[src/rtl/game_pkg.sv]
// Shared constants, lane state and grade encodings for the rhythm-game hit judge.
package game_pkg;

    localparam int LANES = 5;

    localparam logic [9:0] H_PARK  = 10'd720;
    localparam logic [9:0] GOOD_LO = 10'd620;
    localparam logic [9:0] GOOD_HI = 10'd699;
    localparam logic [9:0] PERF_LO = 10'd645;
    localparam logic [9:0] PERF_HI = 10'd674;
    localparam logic [9:0] MISS_H  = 10'd700;

    localparam int PERF_PTS = 2;
    localparam int GOOD_PTS = 1;

    localparam logic [13:0] SCORE_MAX = 14'd9999;
    localparam logic [7:0]  COMBO_MAX = 8'd255;

    typedef enum logic {
        IDLE,
        ARMED
    } lane_state_t;

    typedef enum logic [1:0] {
        G_NONE = 2'd0,
        G_GOOD = 2'd1,
        G_PERF = 2'd2,
        G_MISS = 2'd3
    } grade_t;

endpackage

[src/rtl/lane_judge.sv]
// One key lane: tracks the falling block, detects spawns and presses, and grades them.
module lane_judge
    import game_pkg::*;
(
    input  logic       clk,
    input  logic       rst,
    input  logic       restart,
    input  logic       stop_or_endgame,
    input  logic [9:0] block_h,
    input  logic       key,
    output grade_t     grade,
    output grade_t     judge
);

    lane_state_t state, state_d;
    logic [9:0]  prev_h;
    logic        key_q;
    logic        spawn, press, in_perf, in_good;

    assign spawn   = block_h < prev_h;
    assign press   = key & ~key_q;
    assign in_perf = (block_h >= PERF_LO) && (block_h <= PERF_HI);
    assign in_good = (block_h >= GOOD_LO) && (block_h <= GOOD_HI);

    // A spawn outranks everything: an unjudged old block is a miss, the new one is armed.
    always_comb begin
        state_d = state;
        judge   = G_NONE;
        if (!stop_or_endgame) begin
            if (spawn) begin
                if (state == ARMED) begin
                    judge = G_MISS;
                end
                state_d = ARMED;
            end else if (state == ARMED) begin
                if (block_h >= MISS_H) begin
                    judge   = G_MISS;
                    state_d = IDLE;
                end else if (press && in_perf) begin
                    judge   = G_PERF;
                    state_d = IDLE;
                end else if (press && in_good) begin
                    judge   = G_GOOD;
                    state_d = IDLE;
                end
            end
        end
    end

    // prev_h and key_q track even while frozen so a held key cannot fire on resume.
    always_ff @(posedge clk) begin
        if (rst || restart) begin
            state  <= IDLE;
            grade  <= G_NONE;
            prev_h <= H_PARK;
            key_q  <= 1'b0;
        end else begin
            state  <= state_d;
            grade  <= judge;
            prev_h <= block_h;
            key_q  <= key;
        end
    end

endmodule

[src/rtl/hit_judge.sv]
// Top level: per-lane judges, pulse decode and saturating score/combo/max-combo counters.
module hit_judge
    import game_pkg::*;
(
    input  logic                 clk,
    input  logic                 rst,
    input  logic                 restart,
    input  logic                 stop_or_endgame,
    input  logic [10*LANES-1:0]  block_h,
    input  logic [LANES-1:0]     key,
    output logic [LANES-1:0]     hit_perf,
    output logic [LANES-1:0]     hit_good,
    output logic [LANES-1:0]     miss,
    output logic [13:0]          score,
    output logic [7:0]           combo,
    output logic [7:0]           max_combo
);

    grade_t grade [LANES];
    grade_t judge [LANES];

    for (genvar i = 0; i < LANES; i++) begin : g_lane
        lane_judge u_lane (
            .clk             (clk),
            .rst             (rst),
            .restart         (restart),
            .stop_or_endgame (stop_or_endgame),
            .block_h         (block_h[10*i +: 10]),
            .key             (key[i]),
            .grade           (grade[i]),
            .judge           (judge[i])
        );
    end

    always_comb begin
        hit_perf = '0;
        hit_good = '0;
        miss     = '0;
        for (int i = 0; i < LANES; i++) begin
            hit_perf[i] = (grade[i] == G_PERF);
            hit_good[i] = (grade[i] == G_GOOD);
            miss[i]     = (grade[i] == G_MISS);
        end
    end

    logic [2:0]  n_perf, n_good, n_hit;
    logic        any_miss;
    logic [14:0] score_sum;
    logic [8:0]  combo_sum;
    logic [13:0] score_d;
    logic [7:0]  combo_d, max_d;

    // Counters use this cycle's judgments so they land on the same edge as the pulses.
    always_comb begin
        n_perf   = '0;
        n_good   = '0;
        any_miss = 1'b0;
        for (int i = 0; i < LANES; i++) begin
            if (judge[i] == G_PERF) n_perf = n_perf + 3'd1;
            if (judge[i] == G_GOOD) n_good = n_good + 3'd1;
            if (judge[i] == G_MISS) any_miss = 1'b1;
        end
        n_hit     = n_perf + n_good;
        score_sum = 15'(score) + 15'(n_perf) * 15'(PERF_PTS) + 15'(n_good) * 15'(GOOD_PTS);
        score_d   = (score_sum > 15'(SCORE_MAX)) ? SCORE_MAX : score_sum[13:0];
        combo_sum = any_miss ? 9'(n_hit) : 9'(combo) + 9'(n_hit);
        combo_d   = (combo_sum > 9'(COMBO_MAX)) ? COMBO_MAX : combo_sum[7:0];
        max_d     = (combo_d > max_combo) ? combo_d : max_combo;
    end

    always_ff @(posedge clk) begin
        if (rst || restart) begin
            score     <= '0;
            combo     <= '0;
            max_combo <= '0;
        end else begin
            score     <= score_d;
            combo     <= combo_d;
            max_combo <= max_d;
        end
    end

endmodule

[config.mk]
export PLATFORM = sky130hd
export DESIGN_NAME = hit_judge
export DESIGN_NICKNAME = d
export VERILOG_FILES = /design/src/rtl/game_pkg.sv /design/src/rtl/lane_judge.sv /design/src/rtl/hit_judge.sv
export SDC_FILE = /design/constraint.sdc
export NUM_CORES = 1
export LEC_CHECK = 0
export ABC_CLOCK_PERIOD_IN_PS = 19300
export BUFFER_PORTS_ARGS = -buffer_cell sky130_fd_sc_hd__buf_2
export CAP_MARGIN = 20
export CORE_MARGIN = 2
export CORE_UTILIZATION = 55
export CTS_CLUSTER_SIZE = 28
export DETAILED_ROUTE_END_ITERATION = 12
export PLACE_DENSITY = 0.78
export SYNTH_ARGS = -nofsm -noshare
export SYNTH_HDL_FRONTEND = slang
export SYNTH_SLANG_ARGS = --single-unit
export TNS_END_PERCENT = 50
[constraint.sdc]
create_clock -name clk -period 19.3 [get_ports clk]
set_input_delay 0.965 -clock clk [delete_from_list [all_inputs] [get_ports clk]]
set_output_delay 0.965 -clock clk [all_outputs]
set_load 0.01 [all_outputs]
# Word level (Yosys, flattened, before mapping)
# Cells that the tools add are included.
totals:
  reg_bits: 100
  out_inout_bits: 45
  wordCells: 209
op_classes:
  addsub: 12
  magnitude_cmp: 33
  n_eq_ne: 30
  muxes: 78
  n_bitwise: 10
  reduce_logical: 22
op_table:
  columns: ["op", "n"]
  rows:
  - ["10-bit greater-or-equal comparator (second input constant)", 15]
  - ["10-bit less-or-equal comparator (second input constant)", 10]
  - ["2-bit two-way mux", 30]
  - ["10-bit less-than comparator", 5]
  - ["2-bit == test (second input constant)", 20]
  - ["1-bit two-way mux", 37]
  - ["3-bit by 1-bit adder with 3-bit output (second input constant)", 8]
  - ["3-bit two-way mux", 8]
  - ["2-bit by 1-bit == test with 1-bit output (second input constant)", 10]
  - ["1-bit logical AND", 20]
  - ["14-bit by 4-bit adder with 15-bit output", 1]
  - ["15-bit by 3-bit adder with 15-bit output", 1]
  - ["15-bit by 14-bit > comparator with 1-bit output (second input constant)", 1]
  - ["14-bit two-way mux", 1]
  - ["8-bit by 3-bit adder with 9-bit output", 1]
  - ["9-bit by 8-bit > comparator with 1-bit output (second input constant)", 1]
  - ["9-bit two-way mux", 1]
  - ["8-bit > comparator", 1]
  - ["8-bit two-way mux", 1]
  - ["1-bit AND", 5]
  - ["1-bit NOT", 5]
  - ["3-bit adder", 1]
  - ["2-bit OR reduction", 1]
  - ["1-bit logical OR", 1]

# Depth between registers and ports, before layout
# Gate-level depths: netlist (run 1).
logic_depth:
  ltp_word: 25
  mapped_depth: 37
  depth_no_buf: 36

# Cells and area by module
# A second synthesis (run 1) with hierarchy kept.
hier_totals:
  cells_unflattened: 732
  hier_area_um2: 6605.1
modules_own_cells:
  columns: ["module", "n_inst", "cells_each", "area_per_inst_um2", "seq_area_each_um2"]
  rows:
  - ["lane_judge at g_lane[0].u_lane ...", 4, 84, 787.0, 280.3]
  - ["hit_judge", 1, 311, 2691.3, 600.6]
  - ["lane_judge at g_lane[4].u_lane", 1, 85, 765.7, 280.3]

# Worst setup path after synthesis (run 1)
# Ideal clock, no wire load.
synth_path:
  path_kind: "in2reg"
  startpoint: "input port block_h[5]"
  endpoint: "register max_combo[5]"
  setup_time_ns: 0.128
  arrival_ns: 7.805
  required_ns: 19.172
  setup_slack_ns: 11.368
  path_stages: 32
  path_buffers: 1
  path_cell_list: "ha_1 and3_1 a2111oi_0 a21oi_1 o21ai_0 a21oi_1 and3_1 ha_1 xor2_1 xnor2_1 mux2_2 ha_1 nor2_1 a21oi_1 fa_1 xnor3_2 xnor2_2 ha_1 nor2b_1 o2111ai_1 nand2_1 mux2_2 ha_1 nor2b_1 o21a_1 o21a_1 o21a_1 o21bai_1 a22o_1 clkbuf_1 mux2i_1 nor2_1"
synth_between:
  elab_chain_cells: 25
synth_lines:
  columns: ["item", "line_no", "source"]
  rows:
  - ["from (decl)", "hit_judge.sv:9", "input logic [10*LANES-1:0] block_h,"]
  - ["10-bit greater-or-equal comparator or 10-bit less-or-equal comparator (tied branches)", "lane_judge.sv:23", "assign in_good = (block_h >= GOOD_LO) && (block_h <= GOOD_HI);"]
  - ["1-bit logical AND", "lane_judge.sv:23", null]
  - ["1-bit logical AND", "lane_judge.sv:42", "end else if (press && in_good) begin"]
  - ["1-bit two-way mux", "lane_judge.sv:42", null]
  - ["2-bit two-way mux", "lane_judge.sv:39", "end else if (press && in_perf) begin"]
  - ["2-bit two-way mux", "lane_judge.sv:36", "if (block_h >= MISS_H) begin"]
  - ["2-bit two-way mux", "lane_judge.sv:35", "end else if (state == ARMED) begin"]
  - ["2-bit two-way mux *", "lane_judge.sv:30", "if (spawn) begin"]
  - ["(+10 left out)", null, null]
  - ["3-bit two-way mux, on equally long branches", "hit_judge.sv:59, hit_judge.sv:60", null]
  - ["3-bit adder", "hit_judge.sv:63", "n_hit = n_perf + n_good;"]
  - ["8-bit by 3-bit adder with 9-bit output", "hit_judge.sv:66", "combo_sum = any_miss ? 9'(n_hit) : 9'(combo) + 9'(n_hit);"]
  - ["9-bit two-way mux *", "hit_judge.sv:66", null]
  - ["9-bit by 8-bit > comparator with 1-bit output", "hit_judge.sv:67", "combo_d = (combo_sum > 9'(COMBO_MAX)) ? COMBO_MAX : combo_sum[7:0];"]
  - ["8-bit two-way mux *", "hit_judge.sv:67", null]
  - ["via combo_d[1]", "hit_judge.sv:51", "logic [7:0] combo_d, max_d;"]
  - ["8-bit > comparator *", "hit_judge.sv:68", "max_d = (combo_d > max_combo) ? combo_d : max_combo;"]
  - ["to (signal assigned)", "hit_judge.sv:79", "max_combo <= max_d;"]
  - ["to (decl)", "hit_judge.sv:16", "output logic [7:0] max_combo"]
# The timed path passes the listed nets; every way through them passes the cells marked *.
# A chain may end at the register's enable or synchronous reset.

# Final worst setup path (run 1)
layout_path:
  startpoint: "input port block_h[6]"
  endpoint: "register max_combo[2]"
# Same word-level chain as after synthesis.

==> tab_implementation.tex, run 1 <==
\begin{tabular}{lr}
\hline
Metric & Value \\
\hline
\multicolumn{2}{l}{\textbf{Yosys}} \\
\quad Most common library cells after synthesis & dfxtp\_1, ha\_1, inv\_1 \\
\quad Gate Count Post-Synth & 771 \\
\quad Number of library cell types mapped by synthesis & 68 \\
\quad Post-synth top area share & 30.78\% \\
\quad Number of flops mapped to enable cells by yosys & 0 \\
\quad Most frequently used flop master after synthesis & dfxtp\_1 \\
\quad Total of warnings raised by yosys & 0 \\
\quad Fraction of the yosys area taken by sequential cells & 30.78\% \\
\quad Ys async rst share & 0\% \\
\quad Most frequent cell after synthesis & dfxtp\_1 \\
\quad Net count of the mapped netlist & 911 \\
\quad Largest area contributor in the synthesized netlist & dfxtp\_1 \\
\quad Mapped Avg Cell Area & 8.437 um\^{}2 \\
\quad Dominant cells by area after synthesis & dfxtp\_1, ha\_1, and2\_1, inv\_1, nor2\_1 \\
\quad Flip-flop and latch count after synthesis & 100 \\
\quad Post-synthesis cell area & 6505 um\^{}2 \\
\multicolumn{2}{l}{\textbf{Placed design}} \\
\quad Routability cong. & between 0.8 and 0.9 \\
\quad Detail Placement HPWL & between 10,000 and 15,000 um \\
\quad IO Port Bufs & 103 \\
\multicolumn{2}{l}{\textbf{Hold path}} \\
\quad Class of the worst hold path & flop to flop \\
\multicolumn{2}{l}{\textbf{Floorplanning}} \\
\quad Starting Density & 56.73\% \\
\quad Die width & 112.8 um \\
\quad Std-Cell Rows & 39 \\
\quad Y dimension of the die & 112.8 um \\
\quad I/O pin total & about 100 \\
\quad Total Die Area & 12,710 um\^{}2 \\
\quad Floorplan Core Area & around 11,000 um\^{}2 \\
\multicolumn{2}{l}{\textbf{Routing}} \\
\quad Final Routed Wirelength & 14,620 um \\
\quad \# DRC & 0 \\
\quad Routed WL per cell & 14.38 um \\
\quad Post-detailed-route count of antenna-violating nets & 0 \\
\quad Routed via count & $\sim$5,700 \\
\quad DRC marker count from the first detailed-route iteration & 269 \\
\quad First-pass iteration count of the detailed router & 5 \\
\quad DR vias/cell & 5.626 \\
\multicolumn{2}{l}{\textbf{Timing}} \\
\quad RSZ-0062 raised after global routing & false \\
\quad Number of pins with negative max-slew slack in the final report & 0 \\
\quad Final setup vio count & 0 \\
\quad Worst slew margin & between 40\% and 50\% \\
\quad Slew at the pin with the worst max-slew slack & 0.8942 ns \\
\quad Number of failing hold endpoints at the final stage & 0 \\
\quad Max frequency & 118.0 MHz \\
\quad Final critical delay including setup and external delays & 8.472 ns \\
\quad Portion of the clock cycle consumed by the worst path in the final layout & 43.90\% \\
\quad Post-route clock skew & 0.009405 ns \\
\quad Sum Neg Setup Slack & 0 ns \\
\multicolumn{2}{l}{\textbf{Critical path}} \\
\quad Most common cell type on the critical path & ha\_1 \\
\quad CP max stage cell & a2111oi\_0 \\
\quad Required time at the endpoint of the critical path & 19.51 ns \\
\quad Sort of element at the start of the critical path & input port \\
\quad Startpoint-to-endpoint class of the critical path & input port to flop \\
\quad Critical Path Sink Type & flop \\
\quad Worst-path maximum fanout & 15 \\
\quad Max incr delay on CP & 0.51 ns \\
\quad Worst endpoint data arrival time & 8.68 ns \\
\multicolumn{2}{l}{\textbf{Clocking}} \\
\quad Total clock buffers created by CTS & 9 \\
\quad Master cell of the clock root buffer & clkbuf\_16 \\
\quad Worst skew pair latency & 0.35 ns \\
\quad \# clock sinks & 100 \\
\quad Number of buffers added to fix hold violations after cts & 0 \\
\quad Clock input transition at the sequential cells of the worst setup and hold paths & 0.06 ns \\
\quad Post-CTS setup buffers & 0 \\
\quad Buffer depth of the longest clock path & 2 \\
\quad Number of levels the H-tree was split into & 3 \\
\quad CTS tree & built \\
\quad CTS resizes & 0 \\
\multicolumn{2}{l}{\textbf{Finish}} \\
\quad Share of cells above drive strength 1 & 16.36\% \\
\quad P\&R area growth vs syn & 14.87\% \\
\quad Filler Cell Count & 954 \\
\quad Number of nets at the end of the flow & 1,009 \\
\quad Diodes inserted & 0 \\
\multicolumn{2}{l}{\textbf{Run status}} \\
\quad Run status & finished, final reports clean \\
\multicolumn{2}{l}{\textbf{Global route}} \\
\quad Number of antenna violations at the first check in global routing & 0 \\
\quad GRT Resource Usage Total & 23.43\% \\
\quad Pin count of the biggest net entering global routing & 44 \\
\quad First-pass GRT wire length & $\sim$25,000 um \\
\quad Overall overflow remaining after global route & 0 \\
\quad Number of global-route vias before repair & between 5,000 and 6,000 \\
\multicolumn{2}{l}{\textbf{Power}} \\
\quad Peak supply drop & 0.05700 mV \\
\quad Power density over the cells & about 64 nW/um\^{}2 \\
\quad Overall Power & 474.7 uW \\
\quad Static Leakage & 0.003552 uW \\
\multicolumn{2}{l}{\textbf{Flow run}} \\
\quad Max-cap violations & 0 \\
\hline
\end{tabular}
power by group:
group,switching [uW],internal [uW]
Sequential,1.68,212
Clock,75.4,126
Combinational,36.3,23.3
state kept, by name (all words and copies together) (netlist names):
signal	count
g_lane.u_lane.grade	10
score	14
g_lane.u_lane.prev_h	50
combo	8
g_lane.u_lane.key_q	5
max_combo	8
g_lane.u_lane.state	5
placed cells by master, fill, tap and decap left out, types with 3 or more instances in the layout:
cell type / n
nand3_1: 18
a211oi_1: 7
o21a_1: 8
fa_1: 5
buf_2: 103
inv_1: 75
a22oi_1: 3
nand2b_1: 11
clkbuf_16: 9
mux2i_1: 8
nor4bb_1: 3
nor4_1: 7
o21ai_0: 29
nand2_1: 47
a21oi_1: 52
xnor2_1: 11
dfxtp_1: 100
a31oi_1: 3
and2_1: 45
nor2b_1: 24
nand4_1: 7
o31ai_1: 4
or3_1: 22
xor2_1: 12
a41oi_1: 3
nand3b_1: 6
ha_1: 76
and3_1: 8
a211o_1: 5
nor3_1: 21
nor2_1: 70
mux2_2: 4
a21o_1: 10
or2_2: 3
bufinv_16: 3
per-stage QoR:
step,instances,instance area (um^2),hold slack (ns),setup WS [ns],utilization (%)
after floorplan,771,6505,0.4651,11.37,-
after global placement,1001,7139,0.4850,10.84,62.26
after detailed placement,1001,7139,0.4848,10.59,62.26
after CTS,1017,7472,0.5039,10.89,65.16
after global routing,1017,7472,0.5411,10.34,65.16
final,1017,7472,0.5062,10.83,65.16
logic make-up (layout without fill, tap and decap cells):
kind of cell	count (synthesis)	after routing	synth area share [%]
simple gates	305	305	25.00
compound gates	155	155	16.47
buf+inv	91	194	5.366
flops	100	100	30.78
mux	13	13	2.154
fa+ha+maj	81	81	16.16
xor+xnor	26	26	4.078
worst max-delay path: cells and delay by family:
kind / cells / cell delay [ns]
xor+xnor: 4 / 1.13
simple gates: 7 / 0.99
compound gates: 13 / 2.93
buf+inv: 1 / 0.14
fa+ha+maj: 6 / 1.93
mux: 2 / 0.57
area by class of cell:
type                    count  area, um^2  area share (%)
clock buffers              11       232.7           3.115
inverters                  75       281.5           3.768
well taps                 143       178.9           2.395
flip-flops and latches    100        2002           26.79
clock inverters             5       100.1           1.340
repair buffers            103       515.5           6.899
multi-input cells         580        4161           55.69
layer usage:
metal | track usage, % | vias up | routed length [um]
met4 | 7.236 | 0 | 238
met1 | 29.29 | 2681 | 6506
met5 | 0 | - | 0
li1 | - | 2892 | -
met3 | 4.017 | 24 | 652
met2 | 41.32 | 125 | 7224
final timing paths:
kind                              startpoint                      to  slack [ns]  cells past startpoint
setup / recovery                  block_h[6]            max_combo[2]       10.83                     33
setup reg to reg  g_lane[0].u_lane.prev_h[5]            max_combo[2]       11.25                     33
hold reg to reg       g_lane[2].u_lane.state  g_lane[2].u_lane.state        0.51                      2
hold / removal        g_lane[2].u_lane.state  g_lane[2].u_lane.state        0.51                      2
(Power assumes the default switching activity.)
==> run 2, diff against run 1 <==
ABC_AREA = 1   (was default)
ABC_CLOCK_PERIOD_IN_PS = 7850   (was 19300)
clock period = 7.85 ns   (was 19.3 ns; I/O delays follow)
==> run 2 against run 1 <==
Clock skew down 0.0024 ns. Utilization shrank 0.076 points. Die area decreased by 0.15%. Final cell count increased by 17%. Wire length decreased by 10%. Final area shrank 0.12%. Critical path depth rose by 18. Critical path type is now flop to flop. Critical endpoint is now max_combo[0]. Largest power group unchanged.
==> tab_implementation.tex, run 2 <==
\begin{tabular}{lr}
\hline
Metric & Value \\
\hline
\multicolumn{2}{l}{\textbf{Run status}} \\
\quad Run status & finished, final reports clean \\
\multicolumn{2}{l}{\textbf{Finish}} \\
\quad P\&R area growth vs syn & 14.91\% \\
\quad Final std cells w/o fill & 1,193 \\
\quad Final non-filler cell area & around 7500 um\^{}2 \\
\quad Diodes inserted & 0 \\
\quad Most frequent standard cell in the layout excluding fill and tap cells & inv\_1 \\
\quad Commonest cells after routing, fill and taps aside & inv\_1, nand2\_1, nor2\_1 \\
\quad Number of flip-flops in the largest register & 50 \\
\quad Number of nets at the end of the flow & 1,186 \\
\quad Register ranked first by flip-flop count & g\_lane.u\_lane.prev\_h \\
\quad Share of cells above drive strength 1 & between 10\% and 20\% \\
\quad Filler Cell Count & 1,078 \\
\quad Biggest registers after layout & g\_lane.u\_lane.prev\_h (50), score (14), g\_lane.u\_lane.grade (10) \\
\multicolumn{2}{l}{\textbf{Yosys}} \\
\quad Mapped Avg Cell Area & 6.910 um\^{}2 \\
\quad Most frequent cell after synthesis & inv\_1 \\
\quad Adder-cell share of the synthesized area & 16.18\% \\
\quad Gate Count Post-Synth & 940 \\
\quad Most frequently used flop master after synthesis & dfxtp\_1 \\
\quad Net count of the mapped netlist & 1,080 \\
\quad Largest area contributor in the synthesized netlist & dfxtp\_1 \\
\quad Number of library cell types mapped by synthesis & 48 \\
\quad Post-synth top area share & between 30\% and 40\% \\
\quad Xor-xnor portion of the synthesized cell area & 2.273\% \\
\quad Most common library cells after synthesis & inv\_1, nand2\_1, nor2\_1 \\
\quad Flip-flop and latch count after synthesis & 100 \\
\quad Post-synthesis mux area share & 0.3082\% \\
\quad Number of flops mapped to enable cells by yosys & 0 \\
\quad Post-synthesis cell area & roughly 6500 um\^{}2 \\
\quad Dominant cells by area after synthesis & dfxtp\_1, ha\_1, inv\_1, nand2\_1, nor2\_1 \\
\quad Compound-cell area share of the yosys netlist & $\sim$11\% \\
\quad Largest family of logic cells by synthesized area & simple AND/OR/NAND/NOR gates \\
\quad Fraction of the yosys area taken by sequential cells & 30.82\% \\
\quad Total of warnings raised by yosys & 0 \\
\quad Ys async rst share & 0\% \\
\quad Synthesized-area fraction occupied by and/or/nand/nor cells & approximately a quarter \\
\multicolumn{2}{l}{\textbf{Routing}} \\
\quad Routed WL per cell & between 10 and 15 um \\
\quad Metal3 WL & 471 um \\
\quad First-pass iteration count of the detailed router & 5 \\
\quad Met2 wirelength from detailed routing & $\sim$6000 um \\
\quad Uppermost layer routed & met4 \\
\quad DR vias/cell & 4.866 \\
\quad Final Routed Wirelength & about 13,000 um \\
\quad Wire length on met1 & 6405 um \\
\quad Routed via count & 5,805 \\
\quad Post-detailed-route count of antenna-violating nets & 0 \\
\quad DRC marker count from the first detailed-route iteration & 279 \\
\quad \# DRC & 0 \\
\multicolumn{2}{l}{\textbf{Placed design}} \\
\quad Dpl cell area & 7172 um\^{}2 \\
\quad Routability cong. & 0.8935 \\
\quad Post-placement cell count & 1,178 \\
\quad Detail Placement HPWL & 10,590 um \\
\quad IO Port Bufs & between 100 and 150 \\
\quad Dpl ws & 0.8301 ns \\
\multicolumn{2}{l}{\textbf{Clocking}} \\
\quad Number of buffers added to fix hold violations after cts & 0 \\
\quad Post-CTS setup buffers & 0 \\
\quad Buffer depth of the longest clock path & 2 \\
\quad Total clock buffers created by CTS & 9 \\
\quad Master cell of the clock root buffer & clkbuf\_16 \\
\quad \# clock sinks & 100 \\
\quad Number of levels the H-tree was split into & 3 \\
\quad CTS tree & built \\
\quad CTS resizes & 0 \\
\quad Worst skew pair latency & 0.34 ns \\
\quad Clock input transition at the sequential cells of the worst setup and hold paths & about 0.070 ns \\
\multicolumn{2}{l}{\textbf{Timing}} \\
\quad Portion of the clock cycle consumed by the worst path in the final layout & $\sim$87\% \\
\quad Number of pins with negative max-slew slack in the final report & 0 \\
\quad Slew at the pin with the worst max-slew slack & roughly 0.65 ns \\
\quad Max frequency & about 150 MHz \\
\quad Post-route clock skew & 0.007049 ns \\
\quad Worst slew margin & around 56\% \\
\quad Number of failing hold endpoints at the final stage & 0 \\
\quad Final critical delay including setup and external delays & 6.808 ns \\
\quad Worst path setup slack after routing & 1.042 ns \\
\quad Final setup vio count & 0 \\
\quad Sum Neg Setup Slack & 0 ns \\
\quad RSZ-0062 raised after global routing & false \\
\multicolumn{2}{l}{\textbf{Floorplanning}} \\
\quad I/O pin total & 104 \\
\quad Starting Density & a little under three fifths \\
\quad Std-Cell Rows & 39 \\
\quad Total Die Area & 12,690 um\^{}2 \\
\quad Y dimension of the die & 112.7 um \\
\quad Die width & 112.7 um \\
\quad Floorplan Core Area & 11,470 um\^{}2 \\
\multicolumn{2}{l}{\textbf{Critical path}} \\
\quad CP max stage cell & fa\_1 \\
\quad Max incr delay on CP & 0.50 ns \\
\quad Kind of cell adding the most delay to the critical path & simple AND/OR/NAND/NOR gates \\
\quad Bufs and invs on worst path & 12 \\
\quad Worst-path maximum fanout & 12 \\
\quad Worst endpoint data arrival time & 7.05 ns \\
\quad Sort of element at the start of the critical path & flop \\
\quad Required time at the endpoint of the critical path & 8.09 ns \\
\quad Internal reg-to-reg setup slack & 1.04 ns \\
\quad Most common cell type on the critical path & inv\_1 \\
\quad Critical Path Sink Type & flop \\
\quad Startpoint-to-endpoint class of the critical path & flop to flop \\
\multicolumn{2}{l}{\textbf{Global route}} \\
\quad GRT Resource Usage Total & a little over a fifth \\
\quad Overall overflow remaining after global route & 0 \\
\quad Number of global-route vias before repair & 5,447 \\
\quad Number of antenna violations at the first check in global routing & 0 \\
\quad Pin count of the biggest net entering global routing & 38 \\
\quad First-pass GRT wire length & 23,390 um \\
\multicolumn{2}{l}{\textbf{Power}} \\
\quad Peak supply drop & 0.1817 mV \\
\quad Overall Power & roughly 1300 uW \\
\quad Power density over the cells & between 150 and 200 nW/um\^{}2 \\
\quad Static Leakage & between 0.004 and 0.005 uW \\
\multicolumn{2}{l}{\textbf{Flow run}} \\
\quad Max-cap violations & 0 \\
\multicolumn{2}{l}{\textbf{Hold path}} \\
\quad Class of the worst hold path & input port to flop \\
\hline
\end{tabular}
-- run 2: changes by cell type in the layout (fill, tap and decap cells not counted), moves of 11 or more --
| cell | change |
|---|---|
| and2_1 | -44 |
| nor2_1 | +60 |
| nand2_2 | +11 |
| inv_1 | +133 |
| nand2b_1 | -11 |
| nand3_1 | +14 |
| nor2b_1 | -24 |
| or3_1 | -22 |
| nand2_1 | +116 |
-- run 2: logic make-up after synthesis --
family | Yosys count
compound gates | 127
xor+xnor | 16
fa+ha+maj | 81
buf+inv | 224
flops | 100
mux | 2
simple gates | 390
-- run 2: report_power, final --
part           internal (uW)  leakage (uW)  switching (uW)
Clock                    252      0.000144             185
Sequential               537      0.000816            14.0
Combinational            119       0.00309             195
-- run 2: through the flow --
step	util [%]	hold WS [ns]
after floorplan	-	0.4389
after global placement	62.54	0.4487
after detailed placement	62.54	0.4546
after CTS	65.08	0.2757
after global routing	65.08	0.2961
final	65.08	0.2825
-- run 2: final cells by class --
type / instances / area (um^2) / area share [%]
Tap cell: 143 / 178.9 / 2.397
Clock inverter: 5 / 52.55 / 0.7041
Timing Repair Buffer: 106 / 538.0 / 7.209
Inverter: 213 / 799.5 / 10.71
Clock buffer: 10 / 239.0 / 3.202
Sequential cell: 100 / 2002 / 26.82
Multi-Input combinational cell: 616 / 3654 / 48.95
-- run 2: routing by layer --
metal  GRT usage (%)  up-vias
met4           6.748        0
met2           37.09       89
met3           2.538       11
met5               0        -
met1           29.51     2567
li1                -     3138
-- run 2: final timing paths --
kind	cells after the start	start	endpoint
worst max-delay path	51	g_lane[0].u_lane.prev_h[7]	max_combo[0]
worst min-delay path	3	key[3]	g_lane[3].u_lane.key_q
worst min register to register	2	g_lane[0].u_lane.state	g_lane[0].u_lane.state
worst max register to register	51	g_lane[0].u_lane.prev_h[7]	max_combo[0]
-- run 2: worst register-to-register path, delay by kind of cell (launching register included) --
| kind | cells | cell delay [ns] |
|---|---|---|
| adder cells (fa/ha/maj) | 6 | 1.82 |
| buffers and inverters | 12 | 0.92 |
| flip-flops | 1 | 0.30 |
| XOR/XNOR | 1 | 0.15 |
| AO/OA/AOI/OAI | 10 | 1.53 |
| AND/OR/NAND/NOR | 22 | 1.94 |
==> run 3, diff against run 2 <==
CORE_UTILIZATION = 25   (was 55)
PLACE_DENSITY = default   (was 0.78)
RECOVER_POWER = 100   (was default)
==> run 3 against run 2 <==
Final area rose by 2.0%. The flow now finishes with violations (max-capacitance violations, max-slew violations). Via count rose by 0.72%. Worst setup slack got worse by 0.23 ns. Highest routed layer unchanged. Critical path depth fell by 2.
==> tab_implementation.tex, run 3 (synthesis results as in run 2) <==
\begin{tabular}{lr}
\hline
Metric & Value \\
\hline
\multicolumn{2}{l}{\textbf{Finish}} \\
\quad Number of nets at the end of the flow & between 1,000 and 1,500 \\
\quad Diodes inserted & 0 \\
\quad Final std cells w/o fill & 1,381 \\
\quad Post-route core utilization & 30.05\% \\
\quad Most frequent standard cell in the layout excluding fill and tap cells & inv\_1 \\
\quad Final non-filler cell area & roughly 7600 um\^{}2 \\
\quad P\&R area growth vs syn & 17.18\% \\
\quad Share of cells above drive strength 1 & 10.28\% \\
\quad Number of flip-flops in the largest register & 50 \\
\quad Register ranked first by flip-flop count & g\_lane.u\_lane.prev\_h \\
\quad Commonest cells after routing, fill and taps aside & inv\_1, nand2\_1, nor2\_1 \\
\quad Biggest registers after layout & g\_lane.u\_lane.prev\_h (50), score (14), g\_lane.u\_lane.grade (10) \\
\multicolumn{2}{l}{\textbf{Routing}} \\
\quad Routed via count & 5,847 \\
\quad \# DRC & 0 \\
\quad Routed WL per cell & 11.32 um \\
\quad Final Routed Wirelength & 15,640 um \\
\quad Post-detailed-route count of antenna-violating nets & 0 \\
\quad DR vias/cell & 4.234 \\
\quad First-pass iteration count of the detailed router & 4 \\
\quad DRC marker count from the first detailed-route iteration & 254 \\
\multicolumn{2}{l}{\textbf{Critical path}} \\
\quad Critical Path Sink Type & flop \\
\quad Most common cell type on the critical path & inv\_1 \\
\quad CP max stage cell & fa\_1 \\
\quad Worst endpoint data arrival time & 7.29 ns \\
\quad Startpoint-to-endpoint class of the critical path & flop to flop \\
\quad Worst setup path startpoint & g\_lane[1].u\_lane.prev\_h[3] \\
\quad Endpoint of the worst register-to-register path & max\_combo[0] \\
\quad Startpoint of the lowest-slack register-to-register path & g\_lane[1].u\_lane.prev\_h[3] \\
\quad Sort of element at the start of the critical path & flop \\
\quad Max incr delay on CP & between 0.4 and 0.5 ns \\
\quad Internal reg-to-reg setup slack & 0.81 ns \\
\quad Worst-path maximum fanout & 9 \\
\quad Required time at the endpoint of the critical path & 8.10 ns \\
\quad Cell count of the worst reg-to-reg path & 49 \\
\multicolumn{2}{l}{\textbf{Global route}} \\
\quad Pin count of the biggest net entering global routing & 47 \\
\quad GRT Resource Usage Total & between 10\% and 20\% \\
\quad Overall overflow remaining after global route & 0 \\
\quad Number of antenna violations at the first check in global routing & 0 \\
\quad Number of global-route vias before repair & 5,534 \\
\quad First-pass GRT wire length & 25,760 um \\
\multicolumn{2}{l}{\textbf{Clocking}} \\
\quad Post-CTS setup buffers & 0 \\
\quad Buffer depth of the longest clock path & 2 \\
\quad CTS resizes & 0 \\
\quad Worst skew pair latency & between 0.3 and 0.4 ns \\
\quad Total clock buffers created by CTS & 9 \\
\quad Number of buffers added to fix hold violations after cts & 0 \\
\quad Clock input transition at the sequential cells of the worst setup and hold paths & approximately 0.07 ns \\
\quad \# clock sinks & 100 \\
\quad Number of levels the H-tree was split into & 3 \\
\quad CTS tree & built \\
\quad Master cell of the clock root buffer & clkbuf\_16 \\
\multicolumn{2}{l}{\textbf{Placed design}} \\
\quad Detail Placement HPWL & around 13,000 um \\
\quad IO Port Bufs & 103 \\
\quad Dpl cell area & 7413 um\^{}2 \\
\quad Post-placement cell count & between 1,000 and 1,500 \\
\quad Routability cong. & just over 0.8 \\
\multicolumn{2}{l}{\textbf{Floorplanning}} \\
\quad Total Die Area & about 27,000 um\^{}2 \\
\quad Starting Density & 25.64\% \\
\quad Die width & about 170 um \\
\quad I/O pin total & about 100 \\
\quad Floorplan Core Area & 25,330 um\^{}2 \\
\quad Std-Cell Rows & 58 \\
\quad Y dimension of the die & 165.2 um \\
\multicolumn{2}{l}{\textbf{Hold path}} \\
\quad Class of the worst hold path & input port to flop \\
\quad Worst Hold Launch & key[0] \\
\quad Cell depth of the worst hold path & 3 \\
\quad Sink of the worst hold path & g\_lane[0].u\_lane.key\_q \\
\multicolumn{2}{l}{\textbf{Power}} \\
\quad Peak supply drop & 0.08694 mV \\
\quad Static Leakage & about 0.0038 uW \\
\quad Overall Power & 1307 uW \\
\quad Power density over the cells & 171.7 nW/um\^{}2 \\
\multicolumn{2}{l}{\textbf{Timing}} \\
\quad Portion of the clock cycle consumed by the worst path in the final layout & between 80 and 90\% \\
\quad Post-route clock skew & 0.01026 ns \\
\quad Max frequency & approximately 140 MHz \\
\quad Number of failing hold endpoints at the final stage & 0 \\
\quad Number of pins with negative max-slew slack in the final report & 47 \\
\quad RSZ-0062 raised after global routing & false \\
\quad Sum Neg Setup Slack & 0 ns \\
\quad Final setup vio count & 0 \\
\quad Slew at the pin with the worst max-slew slack & $\sim$2.2 ns \\
\quad Worst slew margin & -49.17\% \\
\quad Final critical delay including setup and external delays & slightly above 7 ns \\
\multicolumn{2}{l}{\textbf{Run status}} \\
\quad Violations in the final reports & max-capacitance violations, max-slew violations \\
\quad Run status & finished with violations \\
\multicolumn{2}{l}{\textbf{Flow run}} \\
\quad Max-cap violations & 1 \\
\hline
\end{tabular}
run 3: cell count changes in the layout (fill, tap and decap cells not counted), moves of 3 or more:
cell	change
nand2_1	+3
buf_2	-45
nand2_2	-3
clkbuf_1	+47
run 3: power breakdown:
part           leakage, uW  switching (uW)  internal, uW
clock network     0.000139             197           231
registers         0.000816            15.3           537
logic              0.00289             207           119
run 3: metal layers:
metal | wire (um) | up-vias | global-route usage, %
met2 | 7243 | 95 | 20.68
li1 | - | 3141 | -
met5 | 0 | - | 0
met3 | 662 | 18 | 2.922
met1 | 7471 | 2593 | 14.55
met4 | 260 | 0 | 4.032
run 3: final cells by class:
| type | count | area, um^2 |
|---|---|---|
| clock buffers | 12 | 256.5 |
| clock inverters | 3 | 22.52 |
| fillers | 2776 | 17720 |
| inverters | 213 | 799.5 |
| multi-input cells | 616 | 3632 |
| flip-flops and latches | 100 | 2002 |
| well taps | 330 | 412.9 |
| repair buffers | 107 | 485.5 |
run 3: how the worst max path moves through the flow:
stage,end
final,max_combo[0]
after detailed placement,max_combo[0]
after global placement,max_combo[1]
after floorplan,max_combo[2]
after global routing,max_combo[0]
after CTS,max_combo[0]
run 3: critical path, delay by kind of cell, from the launching register on:
family | cells | cell delay (ns)
AND/OR/NAND/NOR | 18 | 1.78
adder cells (fa/ha/maj) | 6 | 1.81
flip-flops | 1 | 0.31
multiplexers | 1 | 0.16
buffers and inverters | 12 | 0.97
XOR/XNOR | 2 | 0.49
AO/OA/AOI/OAI | 10 | 1.42
run 3: per-stage QoR:
| step | setup WS, ns | hold slack [ns] |
|---|---|---|
| 3_3_place_gp | 0.8288 | 0.4492 |
| 3_5_place_dp | 0.6645 | 0.4556 |
| 2_1_floorplan | 1.643 | 0.4389 |
| 6_report | 0.8083 | 0.2596 |
| 4_1_cts | 0.8491 | 0.2442 |
| 5_1_grt | 0.04660 | 0.2635 |
